## config.mk

```make
export PLATFORM = sky130hd
export DESIGN_NAME = uart_tx_fifo
export DESIGN_NICKNAME = d
export VERILOG_FILES = /design/src/rtl/uart_pkg.sv /design/src/rtl/uart_tx_fifo_sync_fifo.sv /design/src/rtl/uart_tx_fifo.sv
export SDC_FILE = /design/constraint.sdc
export NUM_CORES = 1
export LEC_CHECK = 0
export BUFFER_PORTS_ARGS = -buffer_cell sky130_fd_sc_hd__buf_2
export CAP_MARGIN = 20
export CORE_ASPECT_RATIO = 0.75
export CORE_MARGIN = 1.5
export CORE_UTILIZATION = 56
export DETAILED_ROUTE_END_ITERATION = 12
export GPL_TIMING_DRIVEN = 0
export PLACE_DENSITY = 0.82
export SKIP_LAST_GASP = 1
export SYNTH_ARGS = -nofsm -noshare
export SYNTH_HDL_FRONTEND = slang
export SYNTH_SLANG_ARGS = --single-unit
```

## constraint.sdc

```tcl
create_clock -name clk -period 3.3 [get_ports clk]
set_clock_uncertainty 0.1 [all_clocks]
set_input_delay 0.165 -clock clk [delete_from_list [all_inputs] [get_ports clk]]
set_output_delay 0.165 -clock clk [all_outputs]
set_load 0.03 [all_outputs]
```

## src/rtl/uart_pkg.sv

```systemverilog
// Shared UART types and constants: FSM state encoding, default baud divisor, clog2 helper.
package uart_pkg;

    localparam int unsigned BAUD_115200_100MHZ = 868;

    typedef enum logic [2:0] {
        IDLE,
        START,
        DATA,
        PARITY,
        STOP
    } uart_state_e;

    function automatic int unsigned clog2(input int unsigned value);
        int unsigned result;
        result = 0;
        while ((64'd1 << result) < 64'(value)) result++;
        return result;
    endfunction

endpackage

```

## src/rtl/uart_tx_fifo_sync_fifo.sv

```systemverilog
// Synchronous FIFO with extended read/write pointers; level, full and empty derive from them.
module sync_fifo
    import uart_pkg::*;
#(
    parameter int unsigned WIDTH = 8,
    parameter int unsigned DEPTH = 16
) (
    input  logic                   clk,
    input  logic                   reset,
    input  logic                   push,
    input  logic [WIDTH-1:0]       push_data,
    input  logic                   pop,
    output logic [WIDTH-1:0]       pop_data,
    output logic                   full,
    output logic                   empty,
    output logic [clog2(DEPTH):0]  level
);
    localparam int unsigned AW = clog2(DEPTH);

    logic [AW:0]      wr_ptr;
    logic [AW:0]      rd_ptr;
    logic [WIDTH-1:0] mem [DEPTH];
    logic             do_push;
    logic             do_pop;

    assign do_push = push && !full;
    assign do_pop  = pop && !empty;

    always_ff @(posedge clk or negedge reset) begin
        if (!reset) begin
            wr_ptr <= '0;
            rd_ptr <= '0;
        end else begin
            if (do_push) wr_ptr <= wr_ptr + 1'b1;
            if (do_pop)  rd_ptr <= rd_ptr + 1'b1;
        end
    end

    always_ff @(posedge clk) begin
        if (do_push) mem[wr_ptr[AW-1:0]] <= push_data;
    end

    // Pointer MSBs differ only when the write side has lapped the read side.
    assign level    = wr_ptr - rd_ptr;
    assign full     = (level == (AW+1)'(DEPTH));
    assign empty    = (wr_ptr == rd_ptr);
    assign pop_data = mem[rd_ptr[AW-1:0]];

endmodule

```

## src/rtl/uart_tx_fifo.sv

```systemverilog
// FIFO-buffered UART transmitter; optional parity bit when UART_TX_PARITY_EN is defined.
module uart_tx_fifo
    import uart_pkg::*;
#(
    parameter int unsigned BAUD_DIV   = BAUD_115200_100MHZ,
    parameter int unsigned DATA_BITS  = 8,
    parameter int unsigned STOP_BITS  = 1,
    parameter int unsigned FIFO_DEPTH = 16
) (
    input  logic                        clk,
    input  logic                        reset,
`ifdef UART_TX_PARITY_EN
    input  logic                        parity_odd,
`endif
    input  logic                        tx_req,
    output logic                        tx_ready,
    input  logic [DATA_BITS-1:0]        tx_data,
    output logic [clog2(FIFO_DEPTH):0]  fifo_level,
    output logic                        tx_busy,
    output logic                        uart_tx
);
    localparam int unsigned LW    = clog2(FIFO_DEPTH) + 1;
    localparam int unsigned CNT_W = clog2(BAUD_DIV);
    localparam int unsigned IDX_W = clog2(DATA_BITS);

    uart_state_e          state;
    uart_state_e          state_next;
    logic [CNT_W-1:0]     baud_cnt;
    logic [IDX_W-1:0]     bit_idx;
    logic [DATA_BITS-1:0] shreg;
    logic [DATA_BITS-1:0] fifo_dout;
    logic [LW-1:0]        lvl_next;
    logic                 fifo_push;
    logic                 fifo_pop;
    logic                 fifo_full;
    logic                 fifo_empty;
    logic                 bit_done;
    logic                 last_data;
    logic                 last_stop;
    logic                 tx_next;

    assign fifo_push = tx_req && tx_ready;

    sync_fifo #(
        .WIDTH (DATA_BITS),
        .DEPTH (FIFO_DEPTH)
    ) u_fifo (
        .clk       (clk),
        .reset     (reset),
        .push      (fifo_push),
        .push_data (tx_data),
        .pop       (fifo_pop),
        .pop_data  (fifo_dout),
        .full      (fifo_full),
        .empty     (fifo_empty),
        .level     (fifo_level)
    );

    assign bit_done  = (baud_cnt == '0);
    assign last_data = bit_done && (bit_idx == IDX_W'(DATA_BITS - 1));
    assign last_stop = bit_done && (bit_idx == IDX_W'(STOP_BITS - 1));

    // Ready looks one cycle ahead so a push is never offered into a full FIFO.
    assign lvl_next = fifo_level + LW'(fifo_push) - LW'(fifo_pop);

    always_ff @(posedge clk or negedge reset) begin
        if (!reset) state <= IDLE;
        else        state <= state_next;
    end

    always_comb begin
        state_next = state;
        case (state)
            IDLE:  if (!fifo_empty) state_next = START;
            START: if (bit_done)    state_next = DATA;
`ifdef UART_TX_PARITY_EN
            DATA:   if (last_data) state_next = PARITY;
            PARITY: if (bit_done)  state_next = STOP;
`else
            DATA:   if (last_data) state_next = STOP;
`endif
            STOP:  if (last_stop) state_next = fifo_empty ? IDLE : START;
            default: state_next = IDLE;
        endcase
    end

`ifdef UART_TX_PARITY_EN
    logic parity_bit;

    always_ff @(posedge clk or negedge reset) begin
        if (!reset)                      parity_bit <= 1'b0;
        else if (state == START && bit_done) parity_bit <= (^shreg) ^ parity_odd;
    end
`endif

    always_comb begin
        fifo_pop = 1'b0;
        tx_next  = 1'b1;
        case (state)
            IDLE:   fifo_pop = !fifo_empty;
            START:  tx_next  = 1'b0;
            DATA:   tx_next  = shreg[0];
`ifdef UART_TX_PARITY_EN
            PARITY: tx_next  = parity_bit;
`endif
            STOP:   fifo_pop = last_stop && !fifo_empty;
            default: ;
        endcase
    end

    always_ff @(posedge clk or negedge reset) begin
        if (!reset) begin
            baud_cnt <= CNT_W'(BAUD_DIV - 1);
            bit_idx  <= '0;
            shreg    <= '0;
            uart_tx  <= 1'b1;
            tx_busy  <= 1'b0;
            tx_ready <= 1'b0;
        end else begin
            uart_tx  <= tx_next;
            tx_busy  <= (state != IDLE) || !fifo_empty;
            tx_ready <= (lvl_next != LW'(FIFO_DEPTH));

            if (state == IDLE || bit_done) baud_cnt <= CNT_W'(BAUD_DIV - 1);
            else                           baud_cnt <= baud_cnt - 1'b1;

            if (state_next != state) bit_idx <= '0;
            else if (bit_done)       bit_idx <= bit_idx + 1'b1;

            if (fifo_pop)                     shreg <= fifo_dout;
            else if (state == DATA && bit_done) shreg <= shreg >> 1;
        end
    end

endmodule

```

* Word-level counts from Yosys, hierarchy flattened *
Memories as Yosys holds them, arrays and structs flattened.
Index checks and enable logic that the tools add are counted.
Widths: inputs -> output; s select.

word-level totals
  logic and storage cells = 57
  bits of input ports = 11
  memory bits (writable) = 128
  bits in registers = 37
  output and inout bits = 8
  memories = 1

cells by class
  $add $sub $neg = 7
  multiplexer cells = 15
  reductions and logical operators = 17
  equality and inequality tests = 8

memory list
  name        words  bits a word  read ports  clocked after Yosys merged registers in  wr ports  RTL line                      source
  u_fifo.mem  16     8            1           0                                        1         uart_tx_fifo_sync_fifo.sv:22  logic [WIDTH-1:0] mem [DEPTH];

operator list
  cell                   count
  $mux 3                 6
  $mux 8                 2
  $pmux 3 s4             1
  $add 5x1->5 const B    2
  $logic_not 10->1       1
  $mux 10                1
  $sub 10x1->10 const B  1
  $logic_and 1x1->1      7
  $eq 3x3->1 const B     2
  $logic_not 3->1        2
  $add 5x1->5            1
  $eq 5x5->1             1
  $eq 5x5->1 const B     1
  $ne 5x5->1 const B     1
  $sub 5x1->5            1
  $sub 5x5->5            1
  $pmux 1 s2             2
  $reduce_bool 2->1      2
  $add 3x1->3 const B    1
  $eq 3x1->1 const B     1
  $eq 3x2->1 const B     1
  $mux 1                 3
  $ne 3x3->1             1
  $reduce_bool 3->1      1
  2 further kinds        4

* Logic depth before layout (Yosys ltp) *
Gate-level depths: netlist of run 1.

  word-level depth = 6
  gate-level depth with buffers = 16
  mapped depth without buffers = 14

* By module *
From an unflattened synthesis of run 1, not the netlist that was laid out.

second synthesis, totals
  cell total of the unflattened synthesis = 465
  area total of the unflattened synthesis = 7262.0 µm²

by module, submodules not included
  module        instances  sequential area each (µm²)  cells each  area each (µm²)
  sync_fifo     1          4093.9                      309         5645.4
  uart_tx_fifo  1          684.4                       156         1616.6

* Least setup slack after synthesis of run 1 *
Ideal clock, no wire load.

  kind = register to register
  start point = register u_fifo.rd_ptr[2]
  end point = memory u_fifo.mem[15][0] (enable)
  setup time = 339 ps
  arrival time = 3401 ps
  slack = -541 ps
  required time = 2861 ps
  clock period less this slack = 3841 ps
  path buffers = 3
  stages on the path, launching flop included = 14
  cell sequence = dfrtp_1 -> clkbuf_1 -> buf_1 -> inv_1 -> ha_1 -> o21a_1 -> o21a_1 -> nor2_1 -> inv_1 -> ha_1 -> and3_1 -> a31oi_1 -> clkbuf_1 -> and3_1

between the ends
  longest elaborated chain between the ends = 6

ends and longest elaborated chain
  element                       RTL line                      source
  start, declared               uart_tx_fifo_sync_fifo.sv:21  logic [AW:0] rd_ptr;
  start signal, assigned        uart_tx_fifo_sync_fifo.sv:35  if (do_pop) rd_ptr <= rd_ptr + 1'b1;
  $sub 5x5->5                   uart_tx_fifo_sync_fifo.sv:44  assign level = wr_ptr - rd_ptr;
  via fifo_level[3]             uart_tx_fifo.sv:18            output logic [clog2(FIFO_DEPTH):0] fifo_level,
  $eq 5x5->1                    uart_tx_fifo_sync_fifo.sv:45  assign full = (level == (AW+1)'(DEPTH));
  $logic_not 1->1               uart_tx_fifo_sync_fifo.sv:26  assign do_push = push && !full;
  $logic_and 1x1->1             uart_tx_fifo_sync_fifo.sv:26
  $mux 1                        uart_tx_fifo_sync_fifo.sv:40  if (do_push) mem[wr_ptr[AW-1:0]] <= push_data;
  $mux 1 (implied by the code)  uart_tx_fifo_sync_fifo.sv:40
  end, declared                 uart_tx_fifo_sync_fifo.sv:22

The timed path passes the listed nets, and every way through them passes these cells.

* Final worst setup path of run 1 *
  start point = register u_fifo.rd_ptr[2]
  end point = register tx_ready

between the ends
  longest elaborated chain between the ends = 6

ends and longest elaborated chain
  element                                                              RTL line             source
  parallel branches: the longest is 4 deep, another holds $sub 5x5->5  --
  $sub 5x1->5 (*)                                                      uart_tx_fifo.sv:64   assign lvl_next = fifo_level + LW'(fifo_push) - LW'(fifo_pop);
  $ne 5x5->1 (*)                                                       uart_tx_fifo.sv:122  tx_ready <= (lvl_next != LW'(FIFO_DEPTH));
  end signal, assigned                                                 uart_tx_fifo.sv:122
  end, declared                                                        uart_tx_fifo.sv:16   output logic tx_ready,

Mark *: on every way between the ends.
A chain may end at the register's enable or synchronous reset.

==> results.txt, run 1 <==
- The setup check on the worst reg-to-reg path leaves a slack of -0.13 ns.
- Area Growth Syn to Fin: 17.5%
- Count of synthesis-stage warnings from yosys: 0
- Minimum period implied by the final worst setup slack: 3.43 ns
* Flop and latch count out of synthesis: roughly 170
* Leak Pwr: between 2 and 3 nW
- In the final layout, the share of cells above drive strength 1 is 0.306.
- The most critical setup path has its startpoint at u_fifo.rd_ptr[2].
- The most used flip-flop cell after synthesis is sky130_fd_sc_hd__edfxtp_1.
- The flow ran to the end, but the final reports show violations.
- Antenna violations before repair: 0
- Proportion of netlist area held by the largest area contributor: 0.544
* Fraction of synthesized cell area in xor and xnor cells: 0.0248
- Clock Path Buffers: 2
* Area share of and/or/nand/nor cells after synthesis: 0.0719
* Post-Synthesis Cells: 428
- Inserted Diodes: 0
* Adder-Cell Fraction of Synth Area: 0.0376
- Total number of placement rows: 35
- Worst EP required: 3.56 ns
- The endpoint identified for the worst register-to-register timing path is tx_ready.
- For this run, the post-layout net count is 512.
* Placed wire-length estimate after detailed placement: 9.29 mm
- Number of top-level pins: 19
* Leading cell types by count after synthesis: sky130_fd_sc_hd__edfxtp_1 (128), sky130_fd_sc_hd__mux4_2 (31), sky130_fd_sc_hd__dfrtp_1 (30)
* Sequential area share after synthesis: 0.677
- Setup TNS Final: -0.126 ns
- Die footprint: 13300 um2
- Initial cell density of the core: 0.574
- Post-synth EDFFs: between 100 and 150
- The number of global-route vias before repair came to between 3000 and 4000.
- After synthesis, the largest family of logic cells by area is multiplexers.
* Post-detailed-route DRC marker count: 0
- Final hold violations: 0
- Port Buf Inserts: 18
* Pre-antenna DRT Iters: 6
- Vert. Die Dim: between 100 and 150 um
* Origin of the critical flop-to-flop path: u_fifo.rd_ptr[2]
- TritonCTS built the clock tree.
* Post-synthesis average cell area: roughly 16 um2
- The number of cells on the worst reg-to-reg path is 17.
- The checks that failed: negative setup slack.
- When the netlist entered floorplanning its net count stood at 459.
* Global-route total usage across every layer: 0.244
* Max transition margin: 0.439
- Tcrit/Tclk final: 1.04
* Wire length per cell after detailed routing: 23.6 um
* Die Span X: 133 um
* Maximum operating frequency: 0.292 GHz
* Final count of negative-setup-slack endpoints: 1
* Maximum net fanout on the critical path: 7
- Count of H-tree levels built during CTS: 4
- Clock tree synthesis inserted a total of 17 buffers.
- Setup repair after global routing could not meet its margin everywhere.
- Startpoint type of the worst setup path: flop
* Grt met2 use: 0.401
- Largest net degree at the start of global routing: 38
* Post-Syn Area: just over 7000 um2
- Summed over all layers, the global routing overflow is 0.
- For hold timing, the worst endpoint is u_fifo.mem[8][6].
* Actual transition at the worst max-transition pin: 0.842 ns
* Worst hold path startpoint: tx_data[6]
- Path category of the worst min-delay check: primary input to flop
- The layer flagged by global routing as most heavily used is met2.
- For the worst-skew pair, the clock arrives at the later sink with an insertion delay of 0.43 ns.
- Peak supply drop: around 0.41 mV
* Clock Root Buffer: sky130_fd_sc_hd__clkbuf_16
* Grt met3 use: 0.0581
* Routed Antenna Nets: 0
* Library cells used by synthesis: 52
- In the synthesized netlist the async set-or-reset flop fraction comes to 0.224.
- The congestion estimate from routability-driven global placement came to 0.783.
* CP Class: flop to flop
- Critical Path Sink Type: flop
- Most instantiated library cell after synthesis: sky130_fd_sc_hd__edfxtp_1
- Cell types occupying the most area after synthesis: sky130_fd_sc_hd__edfxtp_1 (54%), sky130_fd_sc_hd__dfrtp_1 (11%), sky130_fd_sc_hd__mux4_2 (9.9%)
- Power after layout: 0.00590 W
* Post-CTS clock slew at the launch and capture registers of the worst setup and hold paths: 0.07 ns
* Ratio of total power to cell area: 711 nW/um2
- After detailed routing, the number of vias per cell comes to 6.35.
- The routed layout has 4189 vias.
* Fraction of synthesized area in multiplexers: 0.105
* Total wirelength of the detailed-routed design: 15.6 mm
- Detailed Route Iter0 Violations: 606
- Cell type contributing the most total cell area after synthesis: sky130_fd_sc_hd__edfxtp_1
* Number of sinks on the clock net: 165
* Global-route wire length before repair: 23.1 mm
- Max-cap violation count: 0
- The count of pins over their slew limit is 0.
- For this run, global-route usage on met1 was measured as 0.327.
- Worst Hold Depth: 1
* Setup slack after layout: -0.126 ns
- STA puts the critical path data arrival time at between 3 and 4 ns.
* Share of the synthesized area in compound gates (AO/OA/AOI/OAI): 0.0649
- Core footprint: 12300 um2
where the power goes:
part	switching (W)	internal [W]	total, W	leakage, nW
clock	0.000882	0.00108	0.00196	0.292
combinational	0.000850	0.000560	0.00141	1.11
sequential	0.0000880	0.00244	0.00252	1.59
total	0.00182	0.00408	0.00590	2.99
metrics by stage:
step	setup slack, ns	utilization	instance area, um2	cells	hold slack, ns
3_3_place_gp	-0.416	0.602	7400	612	0.194
3_5_place_dp	-0.521	0.602	7400	612	0.205
6_report	-0.126	0.674	8290	660	0.0238
2_1_floorplan	0.0782	-	7110	428	-0.231
5_1_grt	-0.259	0.674	8290	660	0.0125
4_1_cts	-0.0747	0.665	8190	651	0.00530
sequential cells by signal, indices dropped and copies added, names as in the netlist:
name           count
shreg              8
baud_cnt          10
u_fifo.rd_ptr      5
u_fifo.mem       128
u_fifo.wr_ptr      5
state              3
tx_ready           1
tx_busy            1
uart_tx            1
bit_idx            3
routing by layer:
| layer | vias up | share of wire |
|---|---|---|
| li1 | 1788 | - |
| met1 | 2133 | 0.40 |
| met2 | 236 | 0.49 |
| met3 | 32 | 0.087 |
| met4 | 0 | 0.016 |
| met5 | - | 0 |
layout by cell type, fill, tap and decap left out, drive strengths merged, types with 3 or more instances in the layout:
cell type	n
o21a	3
inv	24
nand2	14
clkinv	5
buf	42
nand4	5
xnor2	13
o21ai	4
ha	18
mux2i	3
a221o	7
nand3	4
mux4	31
a22oi	14
and3	21
dfstp	7
nor2b	6
nor3	3
nand3b	3
clkbuf	26
a21oi	18
nor2	25
dfrtp	30
xor2	7
edfxtp	128
what timing repair did:
item | in CTS | in global routing
pin swaps | 4 | 10
hold buffers | 1 | 0
resized for setup | 31 | 17
endpoints found under the hold margin | 30 | 0
setup buffers | 7 | 8
gates cloned | 0 | 1
endpoints found under the setup margin | 130 | 130
final cells by class:
type | instances | area [um2]
Inverter | 17 | 70.1
Fill cell | 751 | 4010
Tap cell | 166 | 208
Sequential cell | 165 | 4780
Clock buffer | 18 | 429
Multi-Input combinational cell | 229 | 2310
Clock inverter | 14 | 163
Timing Repair Buffer | 34 | 225
Buffer | 17 | 111
kinds of logic after synthesis:
logic type | after synthesis
mux | 35
compound gates | 62
buf+inv | 35
fa+ha+maj | 20
simple gates | 91
flops | 165
xor+xnor | 20
how the worst max path moves through the flow:
stage / cells after the start / slack (ns) / end
floorplan: 16 / 0.08 / tx_ready
global placement: 16 / -0.42 / tx_ready
detailed placement: 16 / -0.52 / tx_ready
CTS: 17 / -0.07 / tx_ready
global route: 17 / -0.26 / tx_ready
finish: 17 / -0.13 / tx_ready
worst max-delay path: stages (launching register included):
cell                         delay (ns)
sky130_fd_sc_hd__dfrtp_1           0.38
sky130_fd_sc_hd__buf_8             0.14
sky130_fd_sc_hd__buf_12            0.11
sky130_fd_sc_hd__clkinvlp_4        0.10
sky130_fd_sc_hd__ha_4              0.28
sky130_fd_sc_hd__nand4_1           0.19
sky130_fd_sc_hd__nor2_4            0.22
sky130_fd_sc_hd__a2111oi_4         0.04
sky130_fd_sc_hd__buf_4             0.18
sky130_fd_sc_hd__xnor2_2           0.16
sky130_fd_sc_hd__ha_2              0.20
sky130_fd_sc_hd__inv_1             0.06
sky130_fd_sc_hd__fa_2              0.37
sky130_fd_sc_hd__nor2b_1           0.13
sky130_fd_sc_hd__o21a_1            0.17
sky130_fd_sc_hd__o211ai_1          0.14
sky130_fd_sc_hd__a211oi_1          0.22
sky130_fd_sc_hd__nand3b_1          0.14
(Power assumes the default switching activity.)
==> run 2, diff against run 1 <==
ABC_AREA = 1   (was default)
==> results.txt, run 2 <==
- Result of the run: complete, no violations
* Number of pins exceeding their max-slew limit in the final report: 0 (unchanged)
* Setup TNS Final: 0 ns (+0.126 ns)
- The detailed router's first-iteration violation count came to 741 (+22%).
* Global-route total usage across every layer: 0.274 (+0.0302)
- Compared with the post-synthesis result, the final layout area differs by 15.9%.
- Max transition margin: 0.441 (+0.00224)
- Placed wire-length estimate after detailed placement: 11.5 mm (+24%)
* Cell at the slowest stage of the critical path: sky130_fd_sc_hd__nor2_2
- The final instance area was 8570 um2 (+3.4%).
- Routed Antenna Nets: 0 (unchanged)
* Net Count, Synth: 726 (+58%)
* Most frequent standard cell in the layout excluding fill and tap cells: sky130_fd_sc_hd__nand2_1
- The fraction of synthesized cell area taken by the top area cell type is 0.519 (-0.0249).
* CTS Buf Count: 17 (unchanged)
- Post-synth EDFFs: 128 (unchanged)
* Clock network fraction of design power: 0.225 (-0.108)
- The critical path is of the flop to flop type.
- Proportion of power drawn by flip-flops and latches: 0.324 (-0.104)
* Path category of the worst min-delay check: primary input to flop
- Pre-antenna DRT Iters: 5 (-1)
- The count of endpoints failing setup in the final report was 0 (-1).
* Wire length per cell after detailed routing: 19.6 um (-17%)
- The total number of nets in the final design came to 778 (+52%).
- Count of synthesis-stage warnings from yosys: 0 (unchanged)
- Walking the worst path, the cells encountered are buf_6 -> clkinv_8 -> ha_4 -> a21oi_1 -> nand2_1 -> xor2_2 -> inv_1 -> ha_1 -> nand4_4 -> nand2_4 -> buf_4 -> nor2_2.
- Non-filler instance count after layout: 930 (+41%)
- Grouping stages by cell kind, the critical path spends the most delay in simple AND/OR/NAND/NOR gates.
- The switching share of total power came to 0.423 (+0.114).
- The worst-case setup margin in the final layout came to 0.0789 ns (+0.204 ns).
- The biggest fanout along the worst timing path is 10 (+3).
- Total via count after detailed routing: 5434 (+30%)
- The worst setup path is captured at a flop.
* Minimum period implied by the final worst setup slack: 3.22 ns (-0.204 ns)
- DP Cell Count: 884 (+44%)
- Tcrit/Tclk final: 0.976 (-0.0619)
* CTS tree: built
- Timing startpoint of the critical path: u_fifo.rd_ptr[2]
* Port Buf Inserts: 18 (unchanged)
- Post-detailed-route DRC marker count: 0 (unchanged)
* Post-CTS clock slew at the launch and capture registers of the worst setup and hold paths: 0.07 ns (about the same)
* Antenna violations before repair: 0 (unchanged)
- The maximum number of pins on one net before global-route repair came to 38 (unchanged).
- The biggest area contributor in the post-synthesis netlist is sky130_fd_sc_hd__edfxtp_1.
- The number of unique standard cell types used by synthesis was 37 (-29%).
* Global-route wire length before repair: 27.6 mm (+20%)
- Bufs and invs on worst path: 4 (-1)
- Startpoint type of the worst setup path: flop
* Via density: 5.84 (-7.9%)
- The total leakage power was 3.30 nW (+10%).
- Net switching power of the design: 0.00362 W (+99%)
- The number of placed I/O pins was 19 (unchanged).
- Cell types occupying the most area after synthesis: sky130_fd_sc_hd__edfxtp_1 (52%), sky130_fd_sc_hd__dfrtp_1 (10%), sky130_fd_sc_hd__nand2_1 (7.2%)
- Worst Setup Slack post-DPL: -0.531 ns (-0.00997 ns)
- Layout filler cell count: 908 (+21%)
* Post-Syn Area: 7400 um2 (+4.8%)
- Post-synthesis async set-or-reset flop share: 0.224 (unchanged)
- Fraction of layout cells with a size suffix above 1: 0.163 (-0.142)
- Post-Synthesis Cells: 695 (+62%)
* Leading cell types by count after synthesis: sky130_fd_sc_hd__nand2_1 (142), sky130_fd_sc_hd__edfxtp_1 (128), sky130_fd_sc_hd__nor2_1 (123)
* Flop and latch count out of synthesis: 165 (unchanged)
- The data arrival time of the critical path is 3.19 ns (-0.49 ns).
- The height of the die was 103 um (+2.3%).
* Max-cap violation count: 0 (unchanged)
- Synth Flop Type: sky130_fd_sc_hd__edfxtp_1
- Design internal power: 0.00494 W (+21%)
- Cell depth of the worst setup path: 12 (-5)
- The worst path required time came to 3.27 ns (-0.29 ns).
- The fraction of the yosys area taken by sequential cells is 0.646 (-0.0310).
- CTS placed an instance of sky130_fd_sc_hd__clkbuf_16 at the clock tree root.
- The instance count along the most critical hold path is 1 (unchanged).
- The effective utilization at floorplan is 0.572 (-0.00137).
* Most frequent cells in the layout: sky130_fd_sc_hd__nand2_1 (141), sky130_fd_sc_hd__edfxtp_1 (128), sky130_fd_sc_hd__nor2_1 (107)
- Final hold violations: 0 (unchanged)
* Maximum operating frequency: 0.310 GHz (+6.3%)
* Number of sinks on the clock net: 165 (unchanged)
- Die Span X: 136 um (+2.3%)
- Clk Latency, worst-skew pair: 0.44 ns (about the same)
- The biggest cell delay along the critical path is 0.43 ns (+0.05 ns).
- The residual overflow from global routing is 0 (unchanged).
- Post-route worst hold slack: 0.0144 ns (-0.00943 ns)
- Fraction of power consumed by combinational cells: 0.451 (+0.212)
- Depth of the worst register-to-register path: 12 (-5)
- In this run the critical register-to-register path is launched from u_fifo.rd_ptr[2].
* Core footprint: 12900 um2 (+5.1%)
* Count of H-tree levels built during CTS: 4 (unchanged)
- Total number of placement rows: 36 (+2.9%)
- Via count of the first global-routing pass: 5313 (+33%)
- Worst hold path startpoint: tx_data[7]
- Instance area at placement: 7720 um2 (+4.3%)
- The count of antenna diodes in the layout came to 0 (unchanged).
- The mean area per synthesized cell was 10.6 um2 (-35%).
- By instance count, the leading cell after synthesis is sky130_fd_sc_hd__nand2_1.
- Actual transition at the worst max-transition pin: 0.838 ns (-0.00337 ns)
- Max reg flops: 128 (unchanged)
- Ratio of total power to cell area: 999 nW/um2 (+41%)
- Die footprint: 13900 um2 (+4.7%)
* Total wirelength of the detailed-routed design: 18.2 mm (+17%)
- The maximum number of buffers from clock root to sink is 2 (unchanged).
- Gp weighted congestion: 0.870 (+11%)
- Peak supply drop: 1.08 mV (+170%)
## run 2: final timing paths
check	to	slack, ns
setup / recovery	u_fifo.mem[7][6]	0.08
hold / removal	u_fifo.mem[6][7]	0.01
setup reg to reg	u_fifo.mem[7][6]	0.08
hold reg to reg	baud_cnt[0]	0.36
max in group asynchronous	u_fifo.rd_ptr[1]	2.24
min in group asynchronous	tx_ready	0.27
## run 2: logic make-up after synthesis
| kind of cell | synth area share |
|---|---|
| simple gates | 0.172 |
| flops | 0.646 |
| compound gates | 0.0817 |
| buf+inv | 0.0401 |
| fa+ha+maj | 0.0358 |
| xor+xnor | 0.0245 |
## run 2: power groups by stage
| stage | clock network, W | logic (W) | registers (W) |
|---|---|---|---|
| after global placement | 0 | 0.00326 | 0.00277 |
| final | 0.00193 | 0.00386 | 0.00277 |
| after detailed placement | 0 | 0.00348 | 0.00279 |
| after global routing | 0.00201 | 0.00421 | 0.00280 |
| after CTS | 0.00193 | 0.00361 | 0.00275 |
| after floorplan | 0 | 0.00254 | 0.00275 |
## run 2: area by class of cell
class,count,area (um2),area share
Tap cell,171,214,0.0250
Multi-Input combinational cell,458,2470,0.288
Buffer,24,124,0.0144
Timing Repair Buffer,34,213,0.0248
Clock inverter,14,143,0.0166
Sequential cell,165,4780,0.558
Clock buffer,17,425,0.0496
Inverter,47,201,0.0235
## run 2: through the flow
stage          power (W)  utilization
6_report         0.00856        0.663
4_1_cts          0.00829        0.651
3_5_place_dp     0.00627        0.597
3_3_place_gp     0.00604        0.597
2_1_floorplan    0.00529            -
5_1_grt          0.00902        0.663
## run 2: what timing repair did
| action | CTS | global route |
|---|---|---|
| gates resized for setup | 32 | 21 |
| buffers inserted | 1 | 14 |
| endpoints found under the hold margin | 30 | 0 |
| hold buffers | 1 | 0 |
| endpoints found under the setup margin | 129 | 121 |
| pin swaps | 1 | 3 |
## run 2: metal layers
layer | GRT usage | routed length [um]
met3 | 0.0683 | 1700
met1 | 0.359 | 7350
met4 | 0.117 | 466
met5 | 0 | 0
met2 | 0.443 | 8680
==> run 3, diff against run 2 <==
REMOVE_ABC_BUFFERS = 1   (was default)
==> results.txt, run 3 (synthesized netlist as in run 2, its figures left out) <==
- The count of vias placed by the detailed router came to 5360 (-1.4%).
- Gp weighted congestion: 0.885 (+1.7%)
- The wire length reported by the detailed router is 17.3 mm (-5.0%).
- The total of max-cap violations was 0 (unchanged).
- Critical Path Sink Type: flop
- Area Growth Syn to Fin: 14.8%
- Via count of the first global-routing pass: 5037 (-5.2%)
- The row count was 36 (unchanged).
- The slack of the worst reg-to-reg path came to 0.12 ns (+0.04 ns).
- The overall routing resource usage was 0.261 (-0.0133).
- The multi-input gate area in the final layout is 2430 um2 (-1.8%).
- Final hold violations: 0 (unchanged)
- The post-route total power is 0.00845 W (-1.3%).
- The routed wirelength normalized by instance count was 18.9 um (-3.2%).
* CTS tree: built
- Global-route wire length before repair: 26.4 mm (-4.6%)
* Post-detailed-route DRC marker count: 0 (unchanged)
- Layout filler cell count: 919 (+1.2%)
- The maximum achievable frequency was 0.314 GHz (+1.3%).
* Routed Antenna Nets: 0 (unchanged)
- The tightest min-delay check is of the primary input to flop type.
- Post-route worst hold slack: 0.0131 ns (-0.00126 ns)
* Worst hold endpoint: u_fifo.mem[4][2]
- Number of top-level pins: 19 (unchanged)
- The final period demand of the worst path was 3.18 ns (-0.0413 ns).
* Most frequent standard cell in the layout excluding fill and tap cells: sky130_fd_sc_hd__nand2_1
- Vert. Die Dim: 103 um (unchanged)
- The number of antenna violations at the first check in global routing is 0 (unchanged).
- Die footprint: 13900 um2 (unchanged)
- The worst hold path begins at tx_data[2].
* Max reg flops: 128 (unchanged)
- Count of H-tree levels built during CTS: 4 (unchanged)
* Via density: 5.87 (+0.47%)
* Actual transition at the worst max-transition pin: 0.843 ns (+0.00466 ns)
- Number of sinks on the clock net: 165 (unchanged)
- The data arrival time of the critical path is 3.39 ns (+0.20 ns).
- CP Class: flop to flop
* Depth of the worst register-to-register path: 20 (+8)
- Pre-antenna DRT Iters: 5 (unchanged)
* Clk Latency, worst-skew pair: 0.44 ns (about the same)
- Post-CTS clock slew at the launch and capture registers of the worst setup and hold paths: 0.06 ns (about the same)
* Final count of negative-setup-slack endpoints: 0 (unchanged)
- Initial cell density of the core: 0.572 (unchanged)
- Max transition margin: 0.438 (-0.00311)
* Inserted Diodes: 0 (unchanged)
- The power density over cell area was 995 nW/um2 (-0.40%).
* Grt ovf: 0 (unchanged)
- Placed wire-length estimate after detailed placement: 10.2 mm (-12%)
- Leak Pwr: 3.25 nW (-1.4%)
* Detailed Route Iter0 Violations: 569 (-23%)
- Peak supply drop: 1.49 mV (+38%)
- The maximum number of buffers from clock root to sink came to 2 (unchanged).
- The worst register-to-register path begins at u_fifo.rd_ptr[0].
* Instance area at placement: 7630 um2 (-1.2%)
- The library cells used most frequently in the layout, excluding fill and tap cells, are sky130_fd_sc_hd__nand2_1 (140), sky130_fd_sc_hd__edfxtp_1 (128), sky130_fd_sc_hd__nor2_1 (106).
- The period utilization is 0.964 (-0.0125).
* Cell area after layout: 8490 um2 (-0.92%)
* Die Span X: 136 um (unchanged)
- The total number of nets in the final design is 760 (-2.3%).
* CTS Buf Count: 17 (unchanged)
- Area taken by flip-flops and latches: 4790 um2 (+0.16%)
- Startpoint type of the worst setup path: flop
- In this run the clock root is driven by a sky130_fd_sc_hd__clkbuf_16.
- The biggest fanout along the worst timing path is 11 (+1).
* Worst Hold Depth: 1 (unchanged)
- The endpoint identified for the worst register-to-register timing path is tx_ready.
* Result of the run: complete, no violations
- The total of buffers placed on input and output ports was 18 (unchanged).
- Fraction of layout cells with a size suffix above 1: 0.162 (-0.00165)
- The count of pins over their slew limit is 0 (unchanged).
- Core footprint: 12900 um2 (unchanged)
* Final core occ: 0.657 (-0.00610)
- The maximum number of pins on one net before global-route repair was 63 (+66%).
* Worst EP required: 3.51 ns (+0.24 ns)
run 3: metal layers:
| metal | global-route usage | vias up | routed length [um] |
|---|---|---|---|
| met2 | 0.407 | 328 | 8210 |
| met3 | 0.0875 | 43 | 1800 |
| met1 | 0.345 | 2559 | 6860 |
| met5 | 0 | - | 0 |
| met4 | 0.0935 | 0 | 409 |
| li1 | - | 2430 | - |
run 3: worst max-delay path: stages, from the launching register on:
cell and delay (ns):
sky130_fd_sc_hd__dfrtp_4 0.57, sky130_fd_sc_hd__ha_4 0.33, sky130_fd_sc_hd__nand2_1 0.05, sky130_fd_sc_hd__nor2_1 0.08, sky130_fd_sc_hd__nand2_1 0.06, sky130_fd_sc_hd__inv_1 0.14
sky130_fd_sc_hd__nor2_4 0.07, sky130_fd_sc_hd__nand2_4 0.10, sky130_fd_sc_hd__buf_4 0.12, sky130_fd_sc_hd__nand2_1 0.04, sky130_fd_sc_hd__nand2_1 0.07, sky130_fd_sc_hd__ha_1 0.16
sky130_fd_sc_hd__inv_1 0.05, sky130_fd_sc_hd__fa_1 0.39, sky130_fd_sc_hd__inv_1 0.07, sky130_fd_sc_hd__nand2_1 0.04, sky130_fd_sc_hd__nand2_1 0.05, sky130_fd_sc_hd__a21oi_1 0.07
sky130_fd_sc_hd__or2_2 0.32, sky130_fd_sc_hd__nand3_1 0.07, sky130_fd_sc_hd__nand3_1 0.10
run 3: area by class of cell:
cell class,count,area share
Timing Repair Buffer,39,0.0352
Clock inverter,13,0.0172
Clock buffer,19,0.0510
Multi-Input combinational cell,459,0.286
Sequential cell,165,0.564
Tap cell,171,0.0252
Inverter,47,0.0218
run 3: how the worst max path moves through the flow:
stage                                 from           endpoint  slack [ns]
after floorplan           u_fifo.rd_ptr[0]  u_fifo.mem[12][0]       -0.72
after global placement    u_fifo.rd_ptr[1]           tx_ready       -1.86
after detailed placement  u_fifo.rd_ptr[1]           tx_ready       -1.27
after CTS                 u_fifo.rd_ptr[1]           tx_ready       -0.18
after global routing      u_fifo.rd_ptr[0]           tx_ready       -0.04
final                     u_fifo.rd_ptr[0]           tx_ready        0.12
run 3: where the power goes:
part | leakage (nW) | switching [W] | internal (W)
registers | 1.60 | 0.000226 | 0.00258
logic | 1.38 | 0.00240 | 0.00129
clock network | 0.276 | 0.000822 | 0.00112
total | 3.25 | 0.00345 | 0.00500
run 3: stage by stage:
stage / worst slack, ns / setup TNS, ns / instances
after floorplan: -0.716 / -93.19 / 670
after global routing: -0.0426 / -0.0426 / 913
final: 0.120 / 0 / 913
after detailed placement: -1.27 / -136.64 / 861
after global placement: -1.86 / -246.02 / 859
after CTS: -0.182 / -0.290 / 899
run 3: what timing repair did:
item / in CTS / in global routing
setup buffers: 5 / 13
pin swaps: 0 / 3
gates cloned: 0 / 1
endpoints found under the setup margin: 151 / 129
resized for setup: 20 / 15
hold buffers: 1 / 0
hold endpoints to repair: 30 / 0
